$ cat config.mk
export PLATFORM = sky130hd
export DESIGN_NAME = tcp_rx_read_scheduler
export DESIGN_NICKNAME = d
export VERILOG_FILES = /design/src/rtl/tcp_rx_read_scheduler.sv
export SDC_FILE = /design/constraint.sdc
export NUM_CORES = 1
export LEC_CHECK = 0
export ABC_AREA = 1
export CAP_MARGIN = 20
export CORE_UTILIZATION = 52
export DETAILED_ROUTE_END_ITERATION = 12
export PLACE_DENSITY_LB_ADDON = 0.12
export SETUP_SLACK_MARGIN = 0.3
export SLEW_MARGIN = 40
export SYNTH_ARGS = -nofsm -noshare
export SYNTH_HDL_FRONTEND = slang
export SYNTH_SLANG_ARGS = --single-unit
export TNS_END_PERCENT = 10
$ cat constraint.sdc
create_clock -name clk -period 3.72 [get_ports clk]
set_clock_uncertainty 0.1 [all_clocks]
set_input_delay 0.558 -clock clk [delete_from_list [all_inputs] [get_ports clk]]
set_output_delay 0.558 -clock clk [all_outputs]
set_load 0.05 [all_outputs]
$ cat src/rtl/tcp_rx_read_scheduler.sv
// Turns TCP RX notifications into credit-limited read-package requests, each paired
// with a metadata word; long notifications are split into MAX_READ_BYTES chunks.
module tcp_rx_read_scheduler #(
   parameter int unsigned MAX_READ_BYTES  = 1024,
   parameter int unsigned MAX_OUTSTANDING = 8
) (
   input  logic        clk,
   input  logic        rst,
   input  logic        event_valid,
   output logic        event_ready,
   input  logic [87:0] event_data,
   output logic        readreq_valid,
   input  logic        readreq_ready,
   output logic [31:0] readreq_data,
   output logic        meta_valid,
   input  logic        meta_ready,
   output logic [63:0] meta_data,
   input  logic        rx_done,
   output logic [7:0]  outstanding,
   output logic [15:0] dropped_cnt
);

   localparam logic [15:0] MAX_CHUNK = 16'(MAX_READ_BYTES);
   localparam logic [7:0]  MAX_OUT   = 8'(MAX_OUTSTANDING);

   typedef enum logic [1:0] {
      S_IDLE  = 2'd0,
      S_LOAD  = 2'd1,
      S_ISSUE = 2'd2,
      S_WAIT  = 2'd3
   } state_t;

   state_t      state_q, state_d;
   logic [15:0] session_q, session_d;
   logic [31:0] ip_q, ip_d;
   logic [15:0] remaining_q, remaining_d;
   logic [15:0] chunk_q, chunk_d;
   logic        readreq_valid_q, readreq_valid_d;
   logic        meta_valid_q, meta_valid_d;
   logic [31:0] readreq_data_q, readreq_data_d;
   logic [63:0] meta_data_q, meta_data_d;
   logic [7:0]  outstanding_q, outstanding_d;
   logic [15:0] dropped_q, dropped_d;

   logic [15:0] ev_session;
   logic [15:0] ev_length;
   logic [31:0] ev_ip;
   logic        ev_closed;
   logic        unused_event_bits;

   logic        ev_hs;
   logic        rr_hs;
   logic        meta_hs;
   logic        rx_dec;
   logic        chunk_done;
   logic [15:0] chunk_next;

   assign ev_session        = event_data[15:0];
   assign ev_length         = event_data[31:16];
   assign ev_ip             = event_data[63:32];
   assign ev_closed         = event_data[80];
   assign unused_event_bits = ^{event_data[87:81], event_data[79:64]};

   assign event_ready = (state_q == S_IDLE) && !rst;
   assign ev_hs       = event_valid && event_ready;
   assign rr_hs       = readreq_valid_q && readreq_ready;
   assign meta_hs     = meta_valid_q && meta_ready;
   assign rx_dec      = rx_done && (outstanding_q != 8'd0);
   assign chunk_next  = (remaining_q > MAX_CHUNK) ? MAX_CHUNK : remaining_q;

   always_comb begin
      state_d         = state_q;
      session_d       = session_q;
      ip_d            = ip_q;
      remaining_d     = remaining_q;
      chunk_d         = chunk_q;
      readreq_valid_d = readreq_valid_q;
      meta_valid_d    = meta_valid_q;
      readreq_data_d  = readreq_data_q;
      meta_data_d     = meta_data_q;
      dropped_d       = dropped_q;
      chunk_done      = 1'b0;

      case (state_q)
         S_IDLE: begin
            if (ev_hs) begin
               session_d = ev_session;
               ip_d      = ev_ip;
               if ((ev_length == 16'd0) || ev_closed) begin
                  dropped_d = dropped_q + 16'd1;
               end else begin
                  remaining_d = ev_length;
                  state_d     = S_LOAD;
               end
            end
         end

         S_LOAD: begin
            // Credit is judged on the registered count; the pending request is
            // not yet counted, but only one request is ever in flight here.
            if (outstanding_q < MAX_OUT) begin
               chunk_d         = chunk_next;
               readreq_data_d  = {chunk_next, session_q};
               meta_data_d     = {ip_q, chunk_next, session_q};
               readreq_valid_d = 1'b1;
               meta_valid_d    = 1'b1;
               state_d         = S_ISSUE;
            end
         end

         S_ISSUE: begin
            if (rr_hs) begin
               readreq_valid_d = 1'b0;
            end
            if (meta_hs) begin
               meta_valid_d = 1'b0;
            end
            if (meta_hs && (rr_hs || !readreq_valid_q)) begin
               chunk_done = 1'b1;
            end else if (meta_hs) begin
               state_d = S_WAIT;
            end
         end

         S_WAIT: begin
            if (rr_hs) begin
               readreq_valid_d = 1'b0;
               chunk_done      = 1'b1;
            end
         end

         default: begin
            state_d = S_IDLE;
         end
      endcase

      if (chunk_done) begin
         remaining_d = remaining_q - chunk_q;
         state_d     = (remaining_q == chunk_q) ? S_IDLE : S_LOAD;
      end
   end

   // A request accepted in the same cycle as a drain leaves the count unchanged.
   always_comb begin
      outstanding_d = outstanding_q;
      case ({rr_hs, rx_dec})
         2'b10:   outstanding_d = outstanding_q + 8'd1;
         2'b01:   outstanding_d = outstanding_q - 8'd1;
         default: outstanding_d = outstanding_q;
      endcase
   end

   always_ff @(posedge clk) begin
      if (rst) begin
         state_q         <= S_IDLE;
         session_q       <= 16'd0;
         ip_q            <= 32'd0;
         remaining_q     <= 16'd0;
         chunk_q         <= 16'd0;
         readreq_valid_q <= 1'b0;
         meta_valid_q    <= 1'b0;
         readreq_data_q  <= 32'd0;
         meta_data_q     <= 64'd0;
         outstanding_q   <= 8'd0;
         dropped_q       <= 16'd0;
      end else begin
         state_q         <= state_d;
         session_q       <= session_d;
         ip_q            <= ip_d;
         remaining_q     <= remaining_d;
         chunk_q         <= chunk_d;
         readreq_valid_q <= readreq_valid_d;
         meta_valid_q    <= meta_valid_d;
         readreq_data_q  <= readreq_data_d;
         meta_data_q     <= meta_data_d;
         outstanding_q   <= outstanding_d;
         dropped_q       <= dropped_d;
      end
   end

   assign readreq_valid = readreq_valid_q;
   assign readreq_data  = readreq_data_q;
   assign meta_valid    = meta_valid_q;
   assign meta_data     = meta_data_q;
   assign outstanding   = outstanding_q;
   assign dropped_cnt   = dropped_q;

endmodule

# Yosys cells after proc, flatten, opt, wreduce, memory -nomap -nowiden
# Cells that the tools add are included.
# W data, S select, Z words.
[word_totals] reg_bits=204 inputBits=94 wordCells=81
[op_classes] add_sub_neg=4 magnitude_cmp=2 n_eq_ne=15 mux=22 n_reduce_logical=27
[op_table] op="$mux W16" count=5
[op_table] op="$add A16 B1 Y16 const B" count=1
[op_table] op="$eq A16 B16 Y1" count=1
[op_table] op="$gt A16 B11 Y1 const B" count=1
[op_table] op="$logic_not A16 Y1" count=1
[op_table] op="$pmux W8 S2" count=1
[op_table] op="$sub A16 B16 Y16" count=1
[op_table] op="$ne A3 B3 Y1 const B" count=5
[op_table] op="$mux W2" count=6
[op_table] op="$reduce_and A3 Y1" count=4
[op_table] op="$reduce_bool A2 Y1" count=5
[op_table] op="$add A8 B1 Y8 const B" count=1
[op_table] op="$lt A8 B4 Y1 const B" count=1
[op_table] op="$reduce_bool A8 Y1" count=1
[op_table] op="$sub A8 B1 Y8 const B" count=1
[op_table] op="$eq A2 B2 Y1 const B" count=3
[op_table] op="$logic_and A1 B1 Y1" count=6
[op_table] op="$mux W1" count=6
[op_table] op="$ne A2 B2 Y1 const B" count=3
[op_table] op="$pmux W1 S2" count=3
[op_table] op="$pmux W2 S3" count=1
[op_table] op="$reduce_and A6 Y1" count=1
[op_table] op="$eq A2 B1 Y1 const B" count=2
[op_table] op="$reduce_and A2 Y1" count=2
[op_table] op="other kinds (6)" count=8

# Depth between registers and ports, before layout
# Gate-level depths: netlist of run 1.
[logic_depth] word_depth=7 mapped_depth=15

# Worst setup path before layout of run 1
# OpenSTA, ideal clock, no wires.
[synth_timing] path_kind="reg2reg" startpoint="reg outstanding_q[4], in the netlist outstanding[4]" endpoint="reg outstanding_q[6], in the netlist outstanding[6]" setup_ps=115 t_arrival_ps=2504 required_ps=3505 slack_ps=1001 stages_incl_launch_ff=15 path_buffers=0 path_cell_list="dfxtp_1 -> inv_1 -> nand4_1 -> o21a_1 -> ha_1 -> inv_1 -> fa_1 -> o21ai_0 -> nand2_1 -> nand2_1 -> nand2_1 -> nand2_1 -> nor2_1 -> o21ai_0 -> inv_1"
[synth_via] elab_chain_cells=4 elab_cells_between_ends=8 classes_between="add/sub: 2; eq/ne: 2; mux: 1; reduce/logical: 3"
[synth_lines] item="start: declaration" line_no="42" text="logic [7:0] outstanding_q, outstanding_d;"
[synth_lines] item="start signal: assignment" line_no="176" text="outstanding_q <= outstanding_d;"
[synth_lines] item="branches (longest 4 deep; another with $sub A8 B1 Y8)"
# Parallel ways; which one is timed is not known.
# A chain may end at the register's enable or synchronous reset.

# Worst setup path in the final report of run 1
[layout_timing] startpoint="reg outstanding_q[6], in the netlist outstanding[6]" endpoint="reg outstanding_q[6], in the netlist outstanding[6]"
# Same word-level chain as after synthesis.

==> run metrics, run 1 <==
status complete, no violations; share of the synthesized area in the top cell type 40.3%; Max Fclk 0.373 GHz; Hold Vio Cnt, Final 0; YS warnings 0; Starting Density 53.3%; drt drc 0; Final nets 1358; area leader, netlist dfxtp_1; cells after synthesis 1093; Worst-path clk slew 70 ps; fin crit period 2680 ps; Post-DRT Antenna Nets 0; Critical Path RT 3930 ps; Fill cells 1253; initial antenna violation count 0; max-slew violation count 0; drt wl/cell 13.3 microns; area delta synth->final 30.9%; clock tree buffer depth 2; #FFs+latches synth 156; IO Count 217; FFs w/ async S/R, synth 0%; sequential-to-total area share from yosys stat 40.3%; first-pass GRT wire length 31000 microns; CTS HTree Levels 4; number of buffers added on ports 193; LEAKAGE 0.00443 uW; clk sinks 156; # diodes 0; Placer Congestion 0.915; Max-Cap Viols 0; CP Capture Type register; Fin Setup TNS 0 ps; top cells by area, synth dfxtp_1 (40%), nand2_1 (11%), o21ai_0 (7.1%); setup violators final 0; Post-Syn Area 7750 sq um; Finished Core Util 69.8%; vias in the first global route 6470; initial DRC count 418; grt total ovfl 0; syn_area_per_cell 7.09 sq um; CTS tree built; most common cell in the netlist nand2_1; post-CTS setup buffer count 0; Die Height 124 microns; number of synthesized flops with an enable pin 0; Arr. time, crit path 2890 ps; DR vias/cell 5.03; layout cells sized above 1 6.25%; RSZ-0062 raised after global routing false; Die ar. 15400 sq um; Core Region 14500 sq um; root buf cell clkbuf_16; pin count of the biggest net entering global routing 81; peak supply drop 0.401 mV; CP Class reg2reg; drt total wl 19000 microns; slew margin rel. 57.6%; period utilisation layout 72.0%; post-CTS sizing 0; Netlist cell types 46; pwr/cell area 744 nW/um^2; Top FF cell, synth dfxtp_1; Core Rows 44; Crit Path Max Fanout 8; Post-synth top cells nand2_1 (226), dfxtp_1 (156), inv_1 (135); Worst-Skew Late Latency 420 ps; Slew @ Worst Pin 636 ps; DP Wirelength 13300 microns; Syn Nets 1216; # hold bufs at CTS 0; chip width 124 microns; Startpoint Class register; First-pass DRT Iterations 5; gr usage total 25.5%; worst min path class reg2reg; total CTS buffers 17; DR vias 7198; Hold Slack 350 ps
layout by cell type (no fill, tap or decap), drive strengths merged:
cell type,instances
a21oi,103
and2,1
and3,1
buf,8
bufinv,2
clkbuf,17
clkdlybuf4s50,192
clkinv,7
clkinvlp,1
dfxtp,156
fa,2
ha,27
inv,147
nand2,241
nand3,73
nand3b,2
nand4,8
nor2,101
nor3,19
nor3b,2
nor4,3
o211a,1
o21a,1
o21ai,112
o21bai,1
o22ai,1
or2,3
or3,1
xnor2,6
xor2,9
layer usage:
metal	track usage (%)	share of wire, %	vias up
met5	0	0	-
met4	6.40	1.3	0
met3	8.84	8.3	19
met2	39.7	44	211
met1	33.6	46	3230
li1	-	-	3738
final timing paths:
path / start / depth (start not counted) / slack [ps] / endpoint
max: outstanding[6] / 14 / 1040 / outstanding[6]
min: session_q[15] / 2 / 350 / session_q[15]
max reg2reg: outstanding[6] / 14 / 1040 / outstanding[6]
min reg2reg: session_q[15] / 2 / 350 / session_q[15]
final cells by class:
| class | instances | area [sq um] | area share (%) |
|---|---|---|---|
| Inverter | 142 | 542 | 5.34 |
| Clock buffer | 17 | 425 | 4.19 |
| Timing Repair Buffer | 200 | 2020 | 19.9 |
| Sequential cell | 156 | 3120 | 30.8 |
| Multi-Input combinational cell | 718 | 3630 | 35.7 |
| Clock inverter | 15 | 180 | 1.78 |
| Tap cell | 184 | 230 | 2.27 |
cell families after synthesis:
kind of cell,count (synthesis),share of synthesized area (%)
AOI/OAI and AO/OA,219,14.7
xor gates and xnor gates,15,1.70
adders and majority gates,29,4.88
buffers and inverters,219,12.9
DFF,156,40.3
and+or+nand+nor,455,25.5
metrics by stage:
stage	instance area, sq um	worst slack (ps)	power [uW]	std cells
after floorplan	7750	1000	4860	1093
after detailed placement	9540	710	5780	1400
after CTS	10100	1050	7580	1432
final	10100	1040	7550	1432
after global routing	10100	818	8050	1432
after global placement	9540	748	5720	1400
critical path, stage by stage, from the launching register on:
cell     delay (ps)
dfxtp_1         350
nor2_1          110
nand4_1         230
o21a_1          260
ha_1            300
ha_1            410
nand2_1          70
o21ai_0         250
nand2_1          80
nand2_1          60
nand2_1          40
nand2_1          90
nor2_1           40
o21ai_0         140
inv_1            50
power breakdown:
group / total (uW) / switching (uW) / internal (uW)
sequential: 2230 / 226 / 2000
clock: 1790 / 773 / 1020
combinational: 3540 / 2360 / 1170
total: 7550 / 3360 / 4190
state kept, by name, indices dropped and copies added, names as in the netlist:
name	cells
meta_data	33
ip_q	32
dropped_cnt	16
readreq_data	16
remaining_q	16
session_q	16
chunk_q	15
outstanding	8
state_q	2
meta_valid	1
readreq_valid	1
No activity file was read; power rests on OpenSTA's default activity.
==> run 2, diff against run 1 <==
Settings changed: CORE_UTILIZATION 52 to 49.
Clock period 3.72 ns to 2.55 ns, I/O delays scaled along.
==> run metrics, run 2 (synthesized netlist as in run 1, its figures left out) <==
root buf cell clkbuf_16; Startpoint Class register; grt met3 use 9.06% (+0.22 points); Min-Delay Path Depth 2 (unchanged); Die Height 128 microns (+3.0%); Total Power 11400 uW (+50%); worst min path class reg2reg; RSZ-0062 raised after global routing true; setup violators final 0 (unchanged); layout cells sized above 1 8.75% (+2.5 points); DR vias/cell 4.95 (-1.5%); initial antenna violation count 1 (+1); r2r endpoint outstanding[3]; status complete, no violations; cell family with most CP delay compound AO/OA/AOI/OAI gates; Max Fclk 0.451 GHz (+21%); Worst-Skew Late Latency 420 ps (about the same); most frequent CP cell ha_4; Fin Setup TNS 0 ps (unchanged); DR vias 7268 (+0.97%); max-slew violation count 0 (unchanged); Placer Congestion 0.928 (+1.3%); commonest cells after routing, fill and taps aside nand2_1 (224), clkdlybuf4s50_1 (192), dfxtp_1 (148); clk sinks 156 (unchanged); Slew @ Worst Pin 575 ps (-60.2 ps); Fill cells 1401 (+12%); area post-placement 9720 sq um (+1.9%); Hold Crit Start ip_q[17]; pwr/cell area 1090 nW/um^2 (+47%); gr usage total 24.3% (-1.2 points); Starting Density 50.6% (-2.7 points); Core Region 15300 sq um (+5.4%); reg-to-reg startpoint outstanding[7]; CTS tree built; # diodes 0 (unchanged); Largest register FFs 33 (unchanged); Multi-input gate area 3710 sq um (+2.2%); period utilisation layout 86.9% (+15 points); total CTS buffers 17 (unchanged); FF-to-FF path depth 11 (-3); LEAKAGE 0.00449 uW (+1.3%); Die ar. 16300 sq um (+6.0%); drt wl/cell 13.3 microns (-0.10%); Hold Vio Cnt, Final 0 (unchanged); number of buffers added on ports 193 (unchanged); initial DRC count 356 (-15%); grt total ovfl 0 (unchanged); Core Rows 45 (+2.3%); crit-path cells nor2_2 -> nand4_1 -> o21a_1 -> ha_4 -> ha_4 -> a21oi_2 -> nand2_2 -> buf_4 -> xor2_1 -> o21ai_0 -> inv_1; slew margin rel. 61.5% (+3.9 points); chip width 128 microns (+3.0%); Most Crowded Layer GR met2; CP Class reg2reg; Max-Cap Viols 0 (unchanged); most common cell after layout, fill and taps aside nand2_1; DP Wirelength 13300 microns (about the same); final design instance area without fill 10400 sq um (+2.3%); pin count of the biggest net entering global routing 98 (+21%); drt drc 0 (unchanged); IO Count 217 (unchanged); Crit Path Max Fanout 7 (-1); Final nets 1367 (+0.66%); Post-DRT Antenna Nets 0 (unchanged); Worst-path clk slew 60 ps (about the same); Buf/Inv on CP 2 (+1); peak supply drop 0.555 mV (+38%); first-pass GRT wire length 32000 microns (+3.0%); Worst R2R Setup Slack 330 ps (-710 ps); Hold Path Sink ip_q[17]; area delta synth->final 33.9%; critical path's slowest cell dfxtp_4; Hold Slack 349 ps (-1.59 ps); CP Capture Type register; drt total wl 19500 microns (+2.4%); FF/Latch Area 3150 sq um (+0.88%); Critical Path RT 2760 ps (-1170 ps); global-route met1 utilization 30.0% (-3.5 points); GR Util met2 39.5% (-0.23 points); First-pass DRT Iterations 5 (unchanged); Arr. time, crit path 2430 ps (-460 ps); fin crit period 2220 ps (-465 ps); CP peak stage delay 340 ps (-70 ps); CTS HTree Levels 4 (unchanged); clock tree buffer depth 2 (unchanged); vias in the first global route 6821 (+5.4%)
run 2: cell count changes in the layout (fill, tap and decap cells not counted), moves of 4 or more:
cell     previous run  this run
buf_4               5        12
dfxtp_1           156       148
ha_1               27        23
dfxtp_4             0         7
ha_4                0         4
inv_1             134       130
run 2: worst max path at each step:
stage	start	endpoint	slack (ps)	depth (start not counted)
final	outstanding[7]	outstanding[3]	330	11
after global routing	outstanding[7]	outstanding[5]	200	13
after CTS	outstanding[7]	outstanding[6]	310	14
after detailed placement	rx_done	outstanding[6]	20	13
after global placement	rx_done	outstanding[6]	50	13
after floorplan	outstanding[7]	outstanding[5]	280	13
run 2: worst register-to-register path: stages (launching register included):
cell and delay, ps:
dfxtp_4 340, nor2_2 100, nand4_1 100, o21a_1 230
ha_4 220, ha_4 250, a21oi_2 170, nand2_2 90
buf_4 130, xor2_1 130, o21ai_0 180, inv_1 60
run 2: routing by layer:
metal | wire length, microns | part of all wire [%] | vias to the layer above
li1 | - | - | 3771
met1 | 8810 | 45 | 3276
met2 | 8850 | 45 | 203
met3 | 1580 | 8.1 | 18
met4 | 230 | 1.2 | 0
met5 | 0 | 0 | -
run 2: power by group:
group	internal (uW)	switching, uW
Clock	1500	1080
Combinational	1920	3560
Sequential	2960	342
Total	6370	4990
run 2: area by class of cell:
type                            count  area share, %
Sequential cell                   156           30.4
Inverter                          142           5.23
Tap cell                          211           2.54
Multi-Input combinational cell    718           35.7
Clock inverter                     13           1.52
Timing Repair Buffer              209           20.4
Clock buffer                       19           4.27
run 2: per-stage QoR:
step                util (%)  setup WS (ps)  instances
floorplan                  -            280       1093
global placement        63.5           52.3       1432
detailed placement      63.5           19.5       1432
CTS                     67.5            308       1465
global route            67.8            197       1468
finish                  67.8            335       1468
run 2: what timing repair did:
item	CTS	global route
hold buffers	0	0
buffers inserted	1	3
pin swaps	2	6
endpoints found under the setup margin	3	10
cloned	0	0
endpoints found under the hold margin	0	0
resized for setup	3	9
==> run 3, diff against run 2 <==
Settings changed: SKIP_CTS_REPAIR_TIMING set to 1.
==> run metrics, run 3 (synthesized netlist as in run 1, its figures left out) <==
Core Region 15300 sq um (unchanged); cell family with most CP delay buffers and inverters; pwr/cell area 1100 nW/um^2 (about the same); Hold Slack 349 ps (-0.130 ps); layout cells sized above 1 9.29% (+0.54 points); chip width 128 microns (unchanged); Worst-Skew Late Latency 420 ps (about the same); initial antenna violation count 1 (unchanged); number of buffers added on ports 193 (unchanged); grt met3 use 9.06% (unchanged); Arr. time, crit path 1730 ps (-700 ps); Starting Density 50.6% (unchanged); Core Rows 45 (unchanged); dpl cells 1432 (unchanged); CTS HTree Levels 4 (unchanged); CP Capture Type primary output; CTS tree built; # diodes 0 (unchanged); crit-path cells clkdlybuf4s50_1; period utilisation layout 86.8% (about the same); vias in the first global route 6817 (-0.059%); final instance count without filler cells 1470 (+0.14%); Crit Path Max Fanout 5 (-2); pin count of the biggest net entering global routing 98 (unchanged); DR vias 7262 (-0.083%); Max Fclk 0.452 GHz (about the same); setup violators final 0 (unchanged); IO Count 217 (unchanged); clk sinks 156 (unchanged); GR Util met2 39.4% (-0.064 points); area delta synth->final 34.3%; Multi-input gate area 3710 sq um (+0.17%); Largest register FFs 33 (unchanged); global-route met1 utilization 30.1% (about the same); root buf cell clkbuf_16; gr usage total 24.3% (about the same); commonest cells after routing, fill and taps aside nand2_1 (224), clkdlybuf4s50_1 (192), dfxtp_1 (147); Final nets 1369 (+0.15%); CP peak stage delay 850 ps (+510 ps); slew margin rel. 61.7% (+0.17 points); Post-DRT Antenna Nets 0 (unchanged); first-pass GRT wire length 31900 microns (about the same); DR vias/cell 4.94 (-0.22%); clock tree buffer depth 2 (unchanged); Worst R2R Setup Slack 370 ps (+40 ps); Fill cells 1393 (-0.57%); PnR worst setup slack 337 ps (+1.77 ps); Buf/Inv on CP 1 (-1); DP Wirelength 13300 microns (unchanged); Fin Setup TNS 0 ps (unchanged); Startpoint Class register; FF/Latch Area 3150 sq um (+0.12%); Worst-path clk slew 60 ps (about the same); drt wl/cell 13.2 microns (-0.33%); total CTS buffers 17 (unchanged); critical path's slowest cell clkdlybuf4s50_1; max-slew violation count 0 (unchanged); drt drc 0 (unchanged); status complete, no violations; CP Class reg2out; most common cell after layout, fill and taps aside nand2_1; Hold Vio Cnt, Final 0 (unchanged); Slew @ Worst Pin 573 ps (-2.53 ps); initial DRC count 435 (+22%); Die ar. 16300 sq um (unchanged); drt total wl 19400 microns (-0.20%); peak supply drop 0.554 mV (about the same); LEAKAGE 0.00450 uW (+0.27%); First-pass DRT Iterations 7 (+2); worst min path class reg2reg; Total Power 11400 uW (+0.36%); grt total ovfl 0 (unchanged); RSZ-0062 raised after global routing true; Die Height 128 microns (unchanged); Placer Congestion 0.928 (unchanged); fin crit period 2210 ps (-1.77 ps); Max-Cap Viols 0 (unchanged); dpl ws 19.5 ps (unchanged); Critical Path RT 2070 ps (-690 ps); Most Crowded Layer GR met2
-- run 3: changes by cell type in the layout (fill, tap and decap cells not counted), sizes merged --
cell  before  now
buf       17   19
-- run 3: per-stage QoR --
step | instance area, sq um | util, %
6_report | 10400 | 67.9
5_1_grt | 10400 | 67.9
4_1_cts | 10300 | 67.4
3_5_place_dp | 9720 | 63.5
3_3_place_gp | 9720 | 63.5
2_1_floorplan | 7830 | -
-- run 3: final cells by class --
| cell class | instances | area share [%] |
|---|---|---|
| multi-input combinational | 718 | 35.7 |
| sequential | 156 | 30.3 |
| timing repair buffer | 211 | 20.4 |
| inverter | 142 | 5.24 |
| clock buffer | 19 | 4.26 |
| tap | 211 | 2.54 |
| clock inverter | 13 | 1.52 |
-- run 3: where the power goes --
group | leakage (uW) | total [uW] | switching [uW] | internal (uW)
Combinational | 0.00293 | 5510 | 3570 | 1950
Sequential | 0.00128 | 3310 | 347 | 2960
Clock | 0.000296 | 2580 | 1080 | 1500
Total | 0.00450 | 11400 | 5000 | 6410
-- run 3: per-layer routing --
| layer | share of wire, % | vias to the layer above |
|---|---|---|
| met4 | 1.2 | 0 |
| li1 | - | 3784 |
| met5 | 0 | - |
| met1 | 45 | 3271 |
| met3 | 8.0 | 19 |
| met2 | 46 | 188 |
-- run 3: final timing paths --
check	startpoint	endpoint	cells past startpoint
max	dropped_cnt[9]	dropped_cnt[9]	1
min reg2reg	ip_q[17]	ip_q[17]	2
min	ip_q[17]	ip_q[17]	2
max reg2reg	outstanding[7]	outstanding[7]	15
